File: config.mk
export PLATFORM = sky130hd
export DESIGN_NAME = divider_flat
export DESIGN_NICKNAME = d
export VERILOG_FILES = /design/src/rtl/divider_if.sv /design/src/rtl/divider.sv /design/src/flat_wrapper.sv
export SDC_FILE = /design/constraint.sdc
export NUM_CORES = 1
export LEC_CHECK = 0
export ABC_AREA = 1
export BUFFER_PORTS_ARGS = -buffer_cell sky130_fd_sc_hd__buf_4
export CAP_MARGIN = 20
export CORE_MARGIN = 2
export CORE_UTILIZATION = 54
export DETAILED_ROUTE_END_ITERATION = 8
export PLACE_DENSITY = 0.76
export SYNTH_ARGS = -nofsm -noshare
export SYNTH_HDL_FRONTEND = slang
export SYNTH_SLANG_ARGS = --single-unit
File: constraint.sdc
create_clock -name clk -period 2.5 [get_ports clk]
set_clock_uncertainty 0.1 [all_clocks]
set_input_delay 0.5 -clock clk [delete_from_list [all_inputs] [get_ports clk]]
set_output_delay 0.5 -clock clk [all_outputs]
set_load 0.1 [all_outputs]
File: src/rtl/divider_if.sv
// Start/done handshake bundle between the ALU controller (master) and the divider (slave).
interface divider_if #(parameter int WIDTH = 16);
  logic [WIDTH-1:0] a;
  logic [WIDTH-1:0] b;
  logic             start;
  logic [WIDTH-1:0] quotient;
  logic [WIDTH-1:0] remainder;
  logic             done;
  logic             busy;
  logic             div_by_zero;

  modport master (
    output a, b, start,
    input  quotient, remainder, done, busy, div_by_zero
  );

  modport slave (
    input  a, b, start,
    output quotient, remainder, done, busy, div_by_zero
  );
endinterface

File: src/rtl/divider.sv
// Iterative restoring divider, one quotient bit per cycle, start/done handshake.
// Define DIVIDER_SIGNED_EN for two's-complement operands (truncating division).
//
// state | meaning
// IDLE  | waiting for start; operands latched on accept
// BUSY  | one shift/trial-subtract per cycle, ITER cycles
// DONE  | results written to the output registers; done pulses on the next cycle
module divider #(
  parameter int WIDTH = 16,
  parameter int ITER  = WIDTH
) (
  input  logic      clk,
  input  logic      reset,
  divider_if.slave  bus
);
  localparam int CW = $clog2(ITER);

  typedef enum logic [1:0] {
    IDLE = 2'd0,
    BUSY = 2'd1,
    DONE = 2'd2
  } state_t;

  state_t state, next_state;

  logic [WIDTH-1:0] rem;
  logic [WIDTH-1:0] quo;
  logic [WIDTH-1:0] dvs;
  logic [CW-1:0]    cnt;
  logic             dbz;

  logic [WIDTH-1:0] quotient_q;
  logic [WIDTH-1:0] remainder_q;
  logic             done_q;
  logic             dbz_q;

  logic [WIDTH-1:0] a_mag;
  logic [WIDTH-1:0] b_mag;
  logic [WIDTH-1:0] q_fin;
  logic [WIDTH-1:0] r_fin;
  logic [WIDTH-1:0] dbz_rem;

  logic [WIDTH:0]   shifted;
  logic [WIDTH-1:0] sub;
  logic             borrow;
  logic             ge;

  logic accept;
  logic last_iter;

  assign accept    = (state == IDLE) && bus.start;
  assign last_iter = (cnt == CW'(ITER - 1));

  // The partial remainder is always below the divisor, so its shifted form needs
  // one extra bit; when that bit is set the trial subtraction must succeed.
  assign shifted       = {rem, quo[WIDTH-1]};
  assign {borrow, sub} = {1'b0, shifted[WIDTH-1:0]} - {1'b0, dvs};
  assign ge            = shifted[WIDTH] | ~borrow;

`ifdef DIVIDER_SIGNED_EN
  logic             neg_q;
  logic             neg_r;
  logic [WIDTH-1:0] a_raw;

  assign a_mag   = bus.a[WIDTH-1] ? -bus.a : bus.a;
  assign b_mag   = bus.b[WIDTH-1] ? -bus.b : bus.b;
  assign q_fin   = neg_q ? -quo : quo;
  assign r_fin   = neg_r ? -rem : rem;
  assign dbz_rem = a_raw;

  always_ff @(posedge clk) begin
    if (reset) begin
      neg_q <= 1'b0;
      neg_r <= 1'b0;
      a_raw <= '0;
    end else if (accept) begin
      neg_q <= bus.a[WIDTH-1] ^ bus.b[WIDTH-1];
      neg_r <= bus.a[WIDTH-1];
      a_raw <= bus.a;
    end
  end
`else
  assign a_mag   = bus.a;
  assign b_mag   = bus.b;
  assign q_fin   = quo;
  assign r_fin   = rem;
  // With a zero divisor no iterations run, so the shift register still holds a.
  assign dbz_rem = quo;
`endif

  always_ff @(posedge clk) begin
    if (reset) state <= IDLE;
    else       state <= next_state;
  end

  always_comb begin
    next_state = state;
    case (state)
      IDLE: if (bus.start) next_state = (bus.b == '0) ? DONE : BUSY;
      BUSY: if (last_iter) next_state = DONE;
      DONE: next_state = IDLE;
      default: next_state = IDLE;
    endcase
  end

  always_ff @(posedge clk) begin
    if (reset) begin
      rem         <= '0;
      quo         <= '0;
      dvs         <= '0;
      cnt         <= '0;
      dbz         <= 1'b0;
      quotient_q  <= '0;
      remainder_q <= '0;
      dbz_q       <= 1'b0;
      done_q      <= 1'b0;
    end else begin
      done_q <= 1'b0;
      case (state)
        IDLE: begin
          if (bus.start) begin
            quo <= a_mag;
            dvs <= b_mag;
            rem <= '0;
            cnt <= '0;
            dbz <= (bus.b == '0);
          end
        end
        BUSY: begin
          rem <= ge ? sub : shifted[WIDTH-1:0];
          quo <= {quo[WIDTH-2:0], ge};
          cnt <= cnt + 1'b1;
        end
        DONE: begin
          quotient_q  <= dbz ? '1 : q_fin;
          remainder_q <= dbz ? dbz_rem : r_fin;
          dbz_q       <= dbz;
          done_q      <= 1'b1;
        end
        default: ;
      endcase
    end
  end

  assign bus.quotient    = quotient_q;
  assign bus.remainder   = remainder_q;
  assign bus.div_by_zero = dbz_q;
  assign bus.done        = done_q;
  assign bus.busy        = (state != IDLE);
endmodule

File: src/flat_wrapper.sv
// flat-port wrapper written by rule: the top's interface ports become plain ports
module divider_flat 
#(
  parameter int WIDTH = 16,
  parameter int ITER  = WIDTH
)
  (clk, reset, bus_a, bus_b, bus_start, bus_quotient, bus_remainder, bus_done, bus_busy, bus_div_by_zero);
  divider_if #(.WIDTH(WIDTH)) bus_i ();
  input  logic clk;
  input  logic reset;
  input wire logic [$bits(bus_i.a)-1:0] bus_a;
  input wire logic [$bits(bus_i.b)-1:0] bus_b;
  input wire logic [$bits(bus_i.start)-1:0] bus_start;
  output wire logic [$bits(bus_i.quotient)-1:0] bus_quotient;
  output wire logic [$bits(bus_i.remainder)-1:0] bus_remainder;
  output wire logic [$bits(bus_i.done)-1:0] bus_done;
  output wire logic [$bits(bus_i.busy)-1:0] bus_busy;
  output wire logic [$bits(bus_i.div_by_zero)-1:0] bus_div_by_zero;
  assign bus_i.a = bus_a;
  assign bus_i.b = bus_b;
  assign bus_i.start = bus_start;
  assign bus_quotient = bus_i.quotient;
  assign bus_remainder = bus_i.remainder;
  assign bus_done = bus_i.done;
  assign bus_busy = bus_i.busy;
  assign bus_div_by_zero = bus_i.div_by_zero;
  divider #(.WIDTH(WIDTH), .ITER(ITER)) u_core (.clk(clk), .reset(reset), .bus(bus_i));
endmodule
# After elaboration in Yosys (flattened, before gate mapping)
# Index checks and enable logic that the tools add are counted.
# word_totals
reg_bits,89
inputBits,35
out_inout_bits,35
word_cells,40
# classes
n_addsub,2
eq_ne,5
mux,14
n_bitwise,2
reduce_logical,7
# ops
cell,count
16-bit two-way mux,5
16-bit case mux with 2 select lines,2
16-bit by 16-bit subtractor with 17-bit output,1
16-bit logical NOT,1
4-bit case mux with 2 select lines,1
2-bit two-way mux,3
2-bit AND reduction,3
4-bit by 1-bit adder with 4-bit output (second input constant),1
4-bit equality test (second input constant),1
4-bit two-way mux,1
2-bit case mux with 2 select lines,1
2-bit nonzero test,2
2-bit by 1-bit equality test with 1-bit output (second input constant),1
2-bit equality test (second input constant),1
2-bit logical NOT,1
2-bit by 1-bit inequality test with 1-bit output (second input constant),1
2-bit inequality test (second input constant),1
1-bit two-way mux,1
1-bit NOT,1
1-bit OR,1

# Logic depth before layout (Yosys ltp)
# Gate-level depths: netlist of run 1.
# logic_depth
word_depth,5
depth_mapped,16
ltp_nobuf,15

# Least setup slack after synthesis of run 1
# OpenSTA, ideal clock, no wires.
# synth_timing
path_kind,register -> register
from,register u_core.quo[15] (netlist: u_core.dbz_rem[15])
to,register u_core.rem[0] (netlist: u_core.r_fin[0])
setup_ps,110
arrival_time_ps,1809
required_ps,2290
path_slack_ps,482
path_stages_with_launch,16
path_buffers,1
synth_period_minus_slack_ps,2018
cell_sequence,dfxtp_1 inv_1 ha_1 inv_1 fa_1 nand2_2 nand2_2 nand3_2 nand2_2 nand2_1 nand3_2 buf_6 nand3b_1 nand3_1 nand2_1 inv_1
# synth_between
elab_chain_len,5
# synth_lines
element,line_no,source
start: declaration,divider.sv:27,logic [WIDTH-1:0] quo;
start signal: assignment,divider.sv:122,quo <= a_mag;
start signal: assignment,divider.sv:131,"quo <= {quo[WIDTH-2:0], ge};"
16-bit by 16-bit subtractor with 17-bit output,divider.sv:57,"assign {borrow, sub} = {1'b0, shifted[WIDTH-1:0]} - {1'b0, dvs};"
1-bit NOT,divider.sv:58,assign ge = shifted[WIDTH] | ~borrow;
1-bit OR,divider.sv:58,
16-bit two-way mux (*),divider.sv:130,rem <= ge ? sub : shifted[WIDTH-1:0];
16-bit case mux with 2 select lines (*),divider.sv:119,case (state)
end signal: assignment,divider.sv:130,
end: declaration,divider.sv:26,logic [WIDTH-1:0] rem;
# Every way passes the cells marked *; elsewhere a longest branch is shown, timed or not.
# A chain may end at the register's enable or synchronous reset.

# Final worst setup path of run 1
# layout_timing
from,register u_core.quo[15] (netlist: u_core.dbz_rem[15])
to,register u_core.rem[4] (netlist: u_core.r_fin[4])
# layout_between
elab_chain_len,5
# layout_lines
element,line_no
16-bit by 16-bit subtractor with 17-bit output (*),divider.sv:57
1-bit NOT,divider.sv:58
1-bit OR,divider.sv:58
16-bit two-way mux (*),divider.sv:130
16-bit case mux with 2 select lines (*),divider.sv:119
# Marks and branches as above.

==> impl_results.md, run 1 <==
* Final slew viol count at 0
* Combinational share of power at 0.507
* Worst hold start: bus_a[4]
* Reg power frac at 0.311
* Most common cell after layout, fill and taps aside: nand2_1
* Setup TNS at 0 ns
* # hold bufs at CTS at 0
* Synth Instances at 718
* Area leader, netlist: dfxtp_1
* Worst min path class: primary input to flip-flop
* Post-Layout Cell Count at about 890
* Vias in the first global route at 4369
* Clk pwr share at 0.182
* Max_slew headroom at 0.319
* Starting Density at 0.555
* Int Pwr at 3000 uW
* Post-synth ARST share at 0
* Die width at roughly 100 microns
* Num rows at 34
* First-pass GRT wire length at 21.1 mm
* Drt pass-1 iters at 5
* Final Cycle Share at 0.896
* Seq cells post-synth at 89
* CTS clock-pin slew for the worst setup and hold paths at around 0.10 ns
* Largest net degree at the start of global routing at 35
* Die ar. at between 0.009 and 0.01 sq mm
* Area growth syn-to-layout at 15.7%
* Clk sink count at 89
* Max Cap Violations at 0
* Status: complete, no violations
* Synth Net Count at 771
* GP Congestion at around 0.9
* Top-area cell type share of the netlist area at 0.370
* Inst Count DP at ~870
* DRC errors left at 0
* RSZ-0062 raised after global routing: false
* Arr. time, crit path at 2.45 ns
* Clock latency on the worst-skew pair at 0.37 ns
* Most frequent cells in the layout: nand2_1, dfxtp_1, a21oi_1, inv_1, buf_4
* Via/cell ratio at 5.35
* Resized cells post-CTS at 0
* Core Box Area at 0.00868 sq mm
* Fmax at 0.447 GHz
* Register area share after synthesis at 0.370
* Routed Antenna Nets at 0
* Fin crit period at 2.24 ns
* WL/cell at 13.5 microns
* Netlist cell types at 35
* Setup crit end kind: flip-flop
* Vias at 4737
* Final WL at around 12 mm
* Fin. Hold Viols at 0
* Post-CTS Repair Setup Buffers at 0
* Root buf cell: clkbuf_8
* # IOs at 70
* Endpoints failing setup at 0
* Setup crit start kind: flip-flop
* GRT Util Overall at 0.261
* Crit-path max FO at 15
* CTS Buf Count at 9
* Prevailing post-synth register cell: dfxtp_1
* Leak at 0.00269 uW
* Design Power at 5690 uW
* Synth warnings at 0
* CTS Buffer Depth at 2
* Layout cells sized above 1 at 0.166
* Synth area leaders: dfxtp_1, nand2_1, a21oi_1
* Worst EP required at 2.71 ns
* Slew @ Worst Pin at 1.02 ns
* Crit path kind: flip-flop to flip-flop
* Peak VDD IR at 0.703 mV
* IO Port Bufs at 69
* H-Tree Depth at 3
* NumNets Final at 825
* Post-DP HPWL at 8.66 mm
* Grt total ovfl at 0
* Antenna Cells at 0
* Sw Share at 0.473
* Mapped cell area at 0.00482 sq mm
* Crit path launch: u_core.dbz_rem[15]$_SDFFE_PP0P_
* Net Sw Power at 2690 uW
* Initial antenna violation count at 0
* Number of synthesized flops with an enable pin at 0
* TritonCTS clock tree: built
* PwrDens at 1020 mW/mm^2
* Chip Height at approximately 98 microns
* DR iter-0 viols at 299
* R2R Path Start: u_core.dbz_rem[15]$_SDFFE_PP0P_
* Syn Area/Cell at between 6 and 7 sq um
==> synth_stat cells (2+ instances only) <==
| library cell | number |
|---|---|
| a21oi_1 | 80 |
| a31oi_1 | 15 |
| buf_2 | 9 |
| clkbuf_1 | 22 |
| dfxtp_1 | 89 |
| ha_1 | 17 |
| inv_1 | 77 |
| inv_2 | 11 |
| nand2_1 | 206 |
| nand2_2 | 6 |
| nand2_4 | 3 |
| nand3_1 | 43 |
| nand3_2 | 13 |
| nand3b_1 | 3 |
| nand4_1 | 2 |
| nor2_1 | 41 |
| o21ai_0 | 45 |
| o21ai_1 | 16 |
| xor2_1 | 4 |
==> power by group through the flow <==
| stage | Clock [uW] | Sequential, uW | Combinational [uW] |
|---|---|---|---|
| after floorplan | 0 | 1840 | 2300 |
| after global placement | 0 | 1790 | 2780 |
| after detailed placement | 0 | 1800 | 2820 |
| after CTS | 1050 | 1760 | 2830 |
| after global routing | 1120 | 1790 | 3290 |
| final | 1040 | 1770 | 2880 |
==> area by class of cell <==
| type | count | area [sq um] |
|---|---|---|
| Inverter | 89 | 334 |
| Clock inverter | 6 | 72.6 |
| Timing Repair Buffer | 77 | 578 |
| Multi-Input combinational cell | 506 | 2540 |
| Fill cell | 824 | 3110 |
| Tap cell | 108 | 135 |
| Sequential cell | 89 | 1780 |
| Clock buffer | 10 | 128 |
==> worst max-delay path, stage by stage (launching register included) <==
cell and delay (ns):
dfxtp_1 0.35, inv_1 0.07, ha_1 0.14, inv_1 0.08
fa_1 0.44, nand2_2 0.10, nand2_2 0.07, nand3_2 0.09
nand2_2 0.08, nand2_4 0.09, nand2_4 0.06, nand2_4 0.20
nand3_2 0.10, nand3_1 0.09, nand2_1 0.06, inv_1 0.06
==> state kept, by name, summed over array words and instances (netlist names) <==
register / cells
u_core.dbz_rem: 16
u_core.state: 2
u_core.bus.done: 1
u_core.bus.remainder: 16
u_core.dvs: 16
u_core.r_fin: 16
u_core.bus.div_by_zero: 1
u_core.bus.quotient: 16
u_core.dbz: 1
u_core.cnt: 4
==> stage by stage <==
stage,util,hold WS (ns),setup slack [ns],instance area (sq um)
after floorplan,-,0.333,0.482,4820
after global placement,0.618,0.347,0.305,5370
after detailed placement,0.618,0.350,0.249,5370
after CTS,0.641,0.293,0.222,5570
after global routing,0.642,0.293,0.0870,5570
final,0.642,0.296,0.261,5570
==> kinds of logic after synthesis <==
kind of cell | Yosys count | synth area share
and+or+nand+nor | 322 | 0.294
buffers and inverters | 123 | 0.104
xor gates and xnor gates | 5 | 0.00909
AOI/OAI and AO/OA | 161 | 0.175
adders and majority gates | 18 | 0.0483
DFF | 89 | 0.370
==> metal layers <==
metal / up-vias / wire length, microns / track usage
met5: - / 0 / 0
met4: 0 / 121 / 0.0674
met3: 11 / 647 / 0.0426
met2: 136 / 5650 / 0.427
met1: 2168 / 5560 / 0.362
li1: 2422 / - / -
==> worst paths after layout <==
path,end,slack (ns),depth (start not counted)
worst max-delay path,u_core.r_fin[4]$_SDFFE_PP0P_,0.26,15
worst min-delay path,u_core.dbz_rem[4]$_SDFFE_PP0P_,0.30,3
worst max register to register,u_core.r_fin[4]$_SDFFE_PP0P_,0.26,15
worst min register to register,u_core.dvs[10]$_SDFFE_PP0P_,0.36,2
No activity file was read; power rests on OpenSTA's default activity.
==> inputs of run 2 (changes only) <==
--- a/config.mk
+++ b/config.mk
@@ -12,6 +12,7 @@
 export CORE_UTILIZATION = 54
 export DETAILED_ROUTE_END_ITERATION = 8
 export PLACE_DENSITY = 0.76
+export SLEW_MARGIN = 10
 export SYNTH_ARGS = -nofsm -noshare
 export SYNTH_HDL_FRONTEND = slang
 export SYNTH_SLANG_ARGS = --single-unit
==> constraint.sdc (replaced) <==
create_clock -name clk -period 2.5 [get_ports clk]
set_clock_uncertainty 0.1 [all_clocks]
set_input_delay 0 -clock clk [delete_from_list [all_inputs] [get_ports clk]]
set_output_delay 0 -clock clk [all_outputs]
set_load 0.1 [all_outputs]
==> run 2 against run 1 <==
Against the previous run:
- worst hold slack worse by 0.27 ns
- largest power group unchanged
- die area unchanged
- sequential share of layout area down 2.0 points
- flip-flop and latch count unchanged
- setup slack better by 0.012 ns
- final cell count up 4.5%
- sequential power about the same
- routed wire length up 3.8%
==> impl_results.md, run 2 (synthesis gave the netlist of run 1 again) <==
* Fmax at 0.449 GHz
* Drt pass-1 iters at 5
* Most common cell after layout, fill and taps aside: nand2_1
* Register-to-register setup slack at between 0.2 and 0.3 ns
* NumNets Final at 865
* PwrDens at 946 mW/mm^2
* Int Pwr at just under 3000 uW
* Worst R2R End: u_core.r_fin[13]$_SDFFE_PP0P_
* CTS Buf Count at 9
* Peak VDD IR at 0.563 mV
* Endpoints failing setup at 0
* Net Sw Power at 2680 uW
* Combinational share of power at 0.519
* Max Cap Violations at 0
* Clock latency on the worst-skew pair at 0.36 ns
* Die width at 98.5 microns
* Final Cycle Share at 0.891
* Grt total ovfl at 0
* Starting Density at 0.555
* Crit-path cells: inv_1, ha_1, inv_1, fa_1, nand2_2, nand2_2, nand3_2, nand2_2, nand2_4, nand2_4, nand2_4, nand3_1, nand2_1, nor2_1, nor2_1
* IO Port Bufs at 69
* Slew @ Worst Pin at 0.765 ns
* Worst min path class: primary input to flip-flop
* RSZ-0062 raised after global routing: false
* Worst setup endpoint: u_core.r_fin[13]$_SDFFE_PP0P_
* Reg power frac at 0.315
* Via/cell ratio at 5.29
* CTS clock-pin slew for the worst setup and hold paths at 0.09 ns
* Fill cells at between 700 and 800
* Area growth syn-to-layout at 23.4%
* Status: complete, no violations
* CTS Buffer Depth at 2
* Worst Slack Setup Final at 0.273 ns
* Fin. Hold Viols at 0
* Vias in the first global route at 4633
* H-Tree Depth at 3
* Clk pwr share at 0.166
* Cell family with most CP delay: simple AND/OR/NAND/NOR gates
* Clk sink count at 89
* GRT Util Overall at 0.263
* Max_slew headroom at 0.489
* First-pass GRT wire length at 21.2 mm
* Hold depth at 5
* Most frequent cells in the layout: nand2_1, dfxtp_1, a21oi_1, buf_4, inv_1
* Fin crit period at 2.23 ns
* Chip Height at 98.5 microns
* Leak at 0.00286 uW
* Arr. time, crit path at approximately 2.4 ns
* WL/cell at 13.4 microns
* Max incr delay on CP at 0.40 ns
* Largest net degree at the start of global routing at 35
* R2R Path Start: u_core.dbz_rem[15]$_SDFFE_PP0P_
* GP Congestion at 0.891
* FF-to-FF path depth at 15
* # IOs at 70
* TritonCTS clock tree: built
* Critical Path Stages at 15
* Core Box Area at 0.00868 sq mm
* Setup crit end kind: flip-flop
* Die ar. at 0.00969 sq mm
* Initial antenna violation count at 0
* Final WL at ~12 mm
* Layout cells sized above 1 at 0.160
* Num rows at 34
* CP max-delay cell: dfxtp_1
* Crit path kind: flip-flop to flip-flop
* Crit-path max FO at 15
* Post-DP HPWL at 8.85 mm
* Routed Antenna Nets at 0
* Setup crit start kind: flip-flop
* DR iter-0 viols at 260
* Worst EP required at 2.64 ns
* Crit path launch: u_core.dbz_rem[15]$_SDFFE_PP0P_
* CP Buf/Inv Count at 2
* DRC errors left at 0
* Antenna Cells at 0
* Root buf cell: clkbuf_8
* Setup WS pre-CTS at 0.236 ns
* Setup TNS at 0 ns
* Final slew viol count at 0
* Sw Share at 0.477
* Vias at 4894
## run 2: metrics by stage
stage | power [uW] | instance area, sq um | util | std cells | hold WS, ns
after floorplan | 4140 | 4820 | - | 718 | -0.0215
after global placement | 4560 | 5380 | 0.620 | 871 | 0.181
after detailed placement | 4610 | 5380 | 0.620 | 871 | 0.190
after CTS | 5590 | 5940 | 0.684 | 925 | 0.0159
after global routing | 6100 | 5950 | 0.685 | 925 | 0.0432
final | 5620 | 5950 | 0.685 | 925 | 0.0253
## run 2: how the worst min path moves through the flow
stage	start	end	slack (ns)
3_3_place_gp	bus_a[5]	u_core.dbz_rem[5]$_SDFFE_PP0P_	0.18
5_1_grt	bus_start	u_core.dvs[0]$_SDFFE_PP0P_	0.04
6_report	bus_start	u_core.dvs[0]$_SDFFE_PP0P_	0.03
4_1_cts	bus_start	u_core.dvs[0]$_SDFFE_PP0P_	0.02
3_5_place_dp	bus_a[3]	u_core.dbz_rem[3]$_SDFFE_PP0P_	0.19
2_1_floorplan	reset	u_core.dbz$_SDFFE_PP0P_	-0.02
## run 2: power groups by stage
stage / clock network (uW) / registers (uW) / logic, uW
floorplan: 0 / 1840 / 2300
global placement: 0 / 1790 / 2770
detailed placement: 0 / 1800 / 2810
CTS: 946 / 1760 / 2880
global route: 1010 / 1790 / 3290
finish: 934 / 1770 / 2920
## run 2: worst register-to-register path, stage by stage, from the launching register on
cell	delay, ns
dfxtp_1	0.40
inv_1	0.06
ha_1	0.19
inv_1	0.12
fa_1	0.27
nand2_2	0.07
nand2_2	0.09
nand3_2	0.09
nand2_2	0.11
nand2_4	0.07
nand2_4	0.07
nand2_4	0.15
nand3_1	0.11
nand2_1	0.05
nor2_1	0.10
nor2_1	0.05
## run 2: repair_timing
item,in CTS,in global routing
endpoints found under the hold margin,57,0
buffers inserted,0,0
resized for setup,0,1
hold buffers,38,0
setup endpoints to repair,0,1
## run 2: layer usage
| layer | GRT usage | share of wire |
|---|---|---|
| met1 | 0.347 | 0.46 |
| met4 | 0.0685 | 0.014 |
| met3 | 0.0348 | 0.046 |
| met2 | 0.458 | 0.48 |
| met5 | 0 | 0 |
## run 2: cell type report
| type | instances | area (sq um) | area share |
|---|---|---|---|
| clock buffers | 10 | 128 | 0.0215 |
| flip-flops and latches | 89 | 1780 | 0.300 |
| multi-input cells | 506 | 2540 | 0.428 |
| well taps | 108 | 135 | 0.0227 |
| inverters | 89 | 334 | 0.0562 |
| clock inverters | 6 | 50.0 | 0.00842 |
| repair buffers | 117 | 973 | 0.164 |
==> inputs of run 3 (changes only) <==
--- a/config.mk
+++ b/config.mk
@@ -9,9 +9,8 @@
 export BUFFER_PORTS_ARGS = -buffer_cell sky130_fd_sc_hd__buf_4
 export CAP_MARGIN = 20
 export CORE_MARGIN = 2
-export CORE_UTILIZATION = 54
+export CORE_UTILIZATION = 30
 export DETAILED_ROUTE_END_ITERATION = 8
-export PLACE_DENSITY = 0.76
 export SLEW_MARGIN = 10
 export SYNTH_ARGS = -nofsm -noshare
 export SYNTH_HDL_FRONTEND = slang
==> constraint.sdc (replaced) <==
create_clock -name clk -period 2.8 [get_ports clk]
set_clock_uncertainty 0.1 [all_clocks]
set_input_delay 0 -clock clk [delete_from_list [all_inputs] [get_ports clk]]
set_output_delay 0 -clock clk [all_outputs]
set_load 0.1 [all_outputs]
==> run 3 against run 2 <==
Against the previous run:
- first-iteration DRC count is 1.9% higher
- critical endpoint is now u_core.dbz_rem[0]$_SDFFE_PP0P_
- worst hold slack better by 0.032 ns
- utilization is 29 points lower
- via count is 2.4% lower
- fmax is 14% lower
- combinational power is 11% lower
- register-to-register slack worse by 0.05 ns
- sequential power is 10% lower
- setup slack worse by 0.053 ns
==> impl_results.md, run 3 (synthesis gave the netlist of run 1 again) <==
* Status: complete, no violations
* Clock latency on the worst-skew pair at around 0.35 ns
* CP Buf/Inv Count at 3
* CP max-delay cell: dlygate4sd3_1
* Fin. Hold Viols at 0
* Max_slew headroom at 0.627
* TritonCTS clock tree: built
* Die width at ~130 microns
* Combinational share of power at 0.476
* Final slew viol count at 0
* CTS Buf Count at 9
* Int Pwr at between 3000 and 4000 uW
* Most frequent cells in the layout: nand2_1, dfxtp_1, a21oi_1, inv_1, buf_4
* Most common cell after layout, fill and taps aside: nand2_1
* Root buf cell: clkbuf_16
* Clk pwr share at 0.234
* Crit path kind: flip-flop to flip-flop
* Register-to-register setup slack at 0.22 ns
* Vias in the first global route at ~4400
* Initial antenna violation count at 0
* Routed Antenna Nets at 0
* Worst min path class: primary input to flip-flop
* Max Cap Violations at 0
* Fin crit period at 2.58 ns
* Hold WS at approximately 0.057 ns
* Core Box Area at 0.0158 sq mm
* Worst R2R End: u_core.dbz_rem[0]$_SDFFE_PP0P_
* GP Congestion at 0.853
* RSZ-0062 raised after global routing: false
* NumNets Final at 864
* Cell family with most CP delay: simple AND/OR/NAND/NOR gates
* Most common cell on crit path: nand2_2
* Net Sw Power at roughly 2400 uW
* # IOs at 70
* Crit-path max FO at 5
* Fmax at 0.388 GHz
* Chip Height at 131 microns
* Final Cell Area at 0.00621 sq mm
* Setup TNS at 0 ns
* WL/cell at 12.8 microns
* FF-to-FF path depth at 15
* Max incr delay on CP at 0.55 ns
* Endpoints failing setup at 0
* Layout cells sized above 1 at 0.163
* Crit-path cells: inv_1, ha_1, inv_1, fa_2, nand2_2, nand2_2, nand3_2, nand2_2, nand2_4, nand2_4, nand3_2, nand2_1, nand2_1, a21oi_1, dlygate4sd3_1
* GRT Util Overall at 0.160
* Area of placed instances at 0.00550 sq mm
* Worst EP required at around 3 ns
* DRC errors left at 0
* Area growth syn-to-layout at 28.9%
* IO Port Bufs at 69
* Starting Density at 0.306
* CTS clock-pin slew for the worst setup and hold paths at ~0.07 ns
* Leak at 0.00292 uW
* Largest net degree at the start of global routing at 59
* Crit path launch: u_core.dbz_rem[15]$_SDFFE_PP0P_
* Worst setup endpoint: u_core.dbz_rem[0]$_SDFFE_PP0P_
* R2R Path Start: u_core.dbz_rem[15]$_SDFFE_PP0P_
* Antenna Cells at 0
* Final WL at ~13 mm
* Vias at 4775
* DR iter-0 viols at 265
* Via/cell ratio at 4.63
* Critical Path Stages at 15
* Clk sink count at 89
* Post-DP HPWL at ~9.3 mm
* Fill cells at 1742
* First-pass GRT wire length at 21.6 mm
* Setup crit end kind: flip-flop
* CTS Buffer Depth at 2
* Reg power frac at 0.290
* Die ar. at 0.0171 sq mm
* Drt pass-1 iters at 5
* Arr. time, crit path at roughly 2.8 ns
* Final Cycle Share at 0.921
* Slew @ Worst Pin at 0.560 ns
* Num rows at 46
* PwrDens at about 880 mW/mm^2
* Peak VDD IR at about 0.5 mV
* Sw Share at 0.447
* Setup crit start kind: flip-flop
* H-Tree Depth at 3
* Grt total ovfl at 0
-- run 3: cell types whose count changed in the layout (fill, tap and decap cells not counted), sizes merged --
cell	previous run	this run
buf	79	77
clkinvlp	2	0
bufinv	0	1
clkbuf	10	11
clkinv	2	3
dlygate4sd3	38	39
inv	91	90
-- run 3: layer usage --
layer / vias up / global-route usage / part of all wire
met5: - / 0 / 0
met4: 0 / 0.0626 / 0.021
met1: 2132 / 0.211 / 0.48
li1: 2510 / - / -
met3: 22 / 0.0273 / 0.038
met2: 111 / 0.261 / 0.46
-- run 3: worst min-delay path by stage --
stage	from	to	slack [ns]	depth (start not counted)
5_1_grt	bus_start	u_core.dvs[0]$_SDFFE_PP0P_	0.08	5
2_1_floorplan	reset	u_core.dbz$_SDFFE_PP0P_	-0.02	1
6_report	bus_start	u_core.dvs[0]$_SDFFE_PP0P_	0.06	5
3_3_place_gp	bus_a[7]	u_core.dbz_rem[7]$_SDFFE_PP0P_	0.19	3
3_5_place_dp	bus_a[8]	u_core.dbz_rem[8]$_SDFFE_PP0P_	0.19	3
4_1_cts	bus_start	u_core.dvs[0]$_SDFFE_PP0P_	0.04	5
-- run 3: through the flow --
stage,utilization,instances,power (uW),setup slack [ns]
3_3_place_gp,0.349,977,4140,0.553
4_1_cts,0.394,1032,5500,0.165
5_1_grt,0.394,1032,5920,0.0601
6_report,0.394,1032,5470,0.220
2_1_floorplan,-,718,3690,0.782
3_5_place_dp,0.349,977,4140,0.528
-- run 3: final cells by class --
| class | instances | area [sq um] | share of cell area |
|---|---|---|---|
| repair buffers | 116 | 968 | 0.156 |
| clock buffers | 11 | 253 | 0.0407 |
| flip-flops and latches | 89 | 1780 | 0.287 |
| well taps | 216 | 270 | 0.0435 |
| clock inverters | 5 | 61.3 | 0.00987 |
| multi-input cells | 506 | 2540 | 0.409 |
| inverters | 89 | 334 | 0.0538 |
-- run 3: what timing repair did --
item	4_1_cts	5_1_grt
resized for setup	0	2
buffers inserted	0	0
endpoints found under the setup margin	0	1
hold buffers	39	0
hold endpoints to repair	56	0
-- run 3: power groups by stage --
stage          Combinational, uW  Clock (uW)  Sequential (uW)
5_1_grt                     2970        1360             1600
6_report                    2610        1280             1590
2_1_floorplan               2050           0             1640
3_5_place_dp                2530           0             1610
3_3_place_gp                2530           0             1610
4_1_cts                     2600        1320             1580
-- run 3: tightest hold or removal path: cells and delay by family --
| family | cells | cell delay, ns |
|---|---|---|
| and+or+nand+nor | 3 | 0.24 |
| buffers and inverters | 2 | 0.22 |
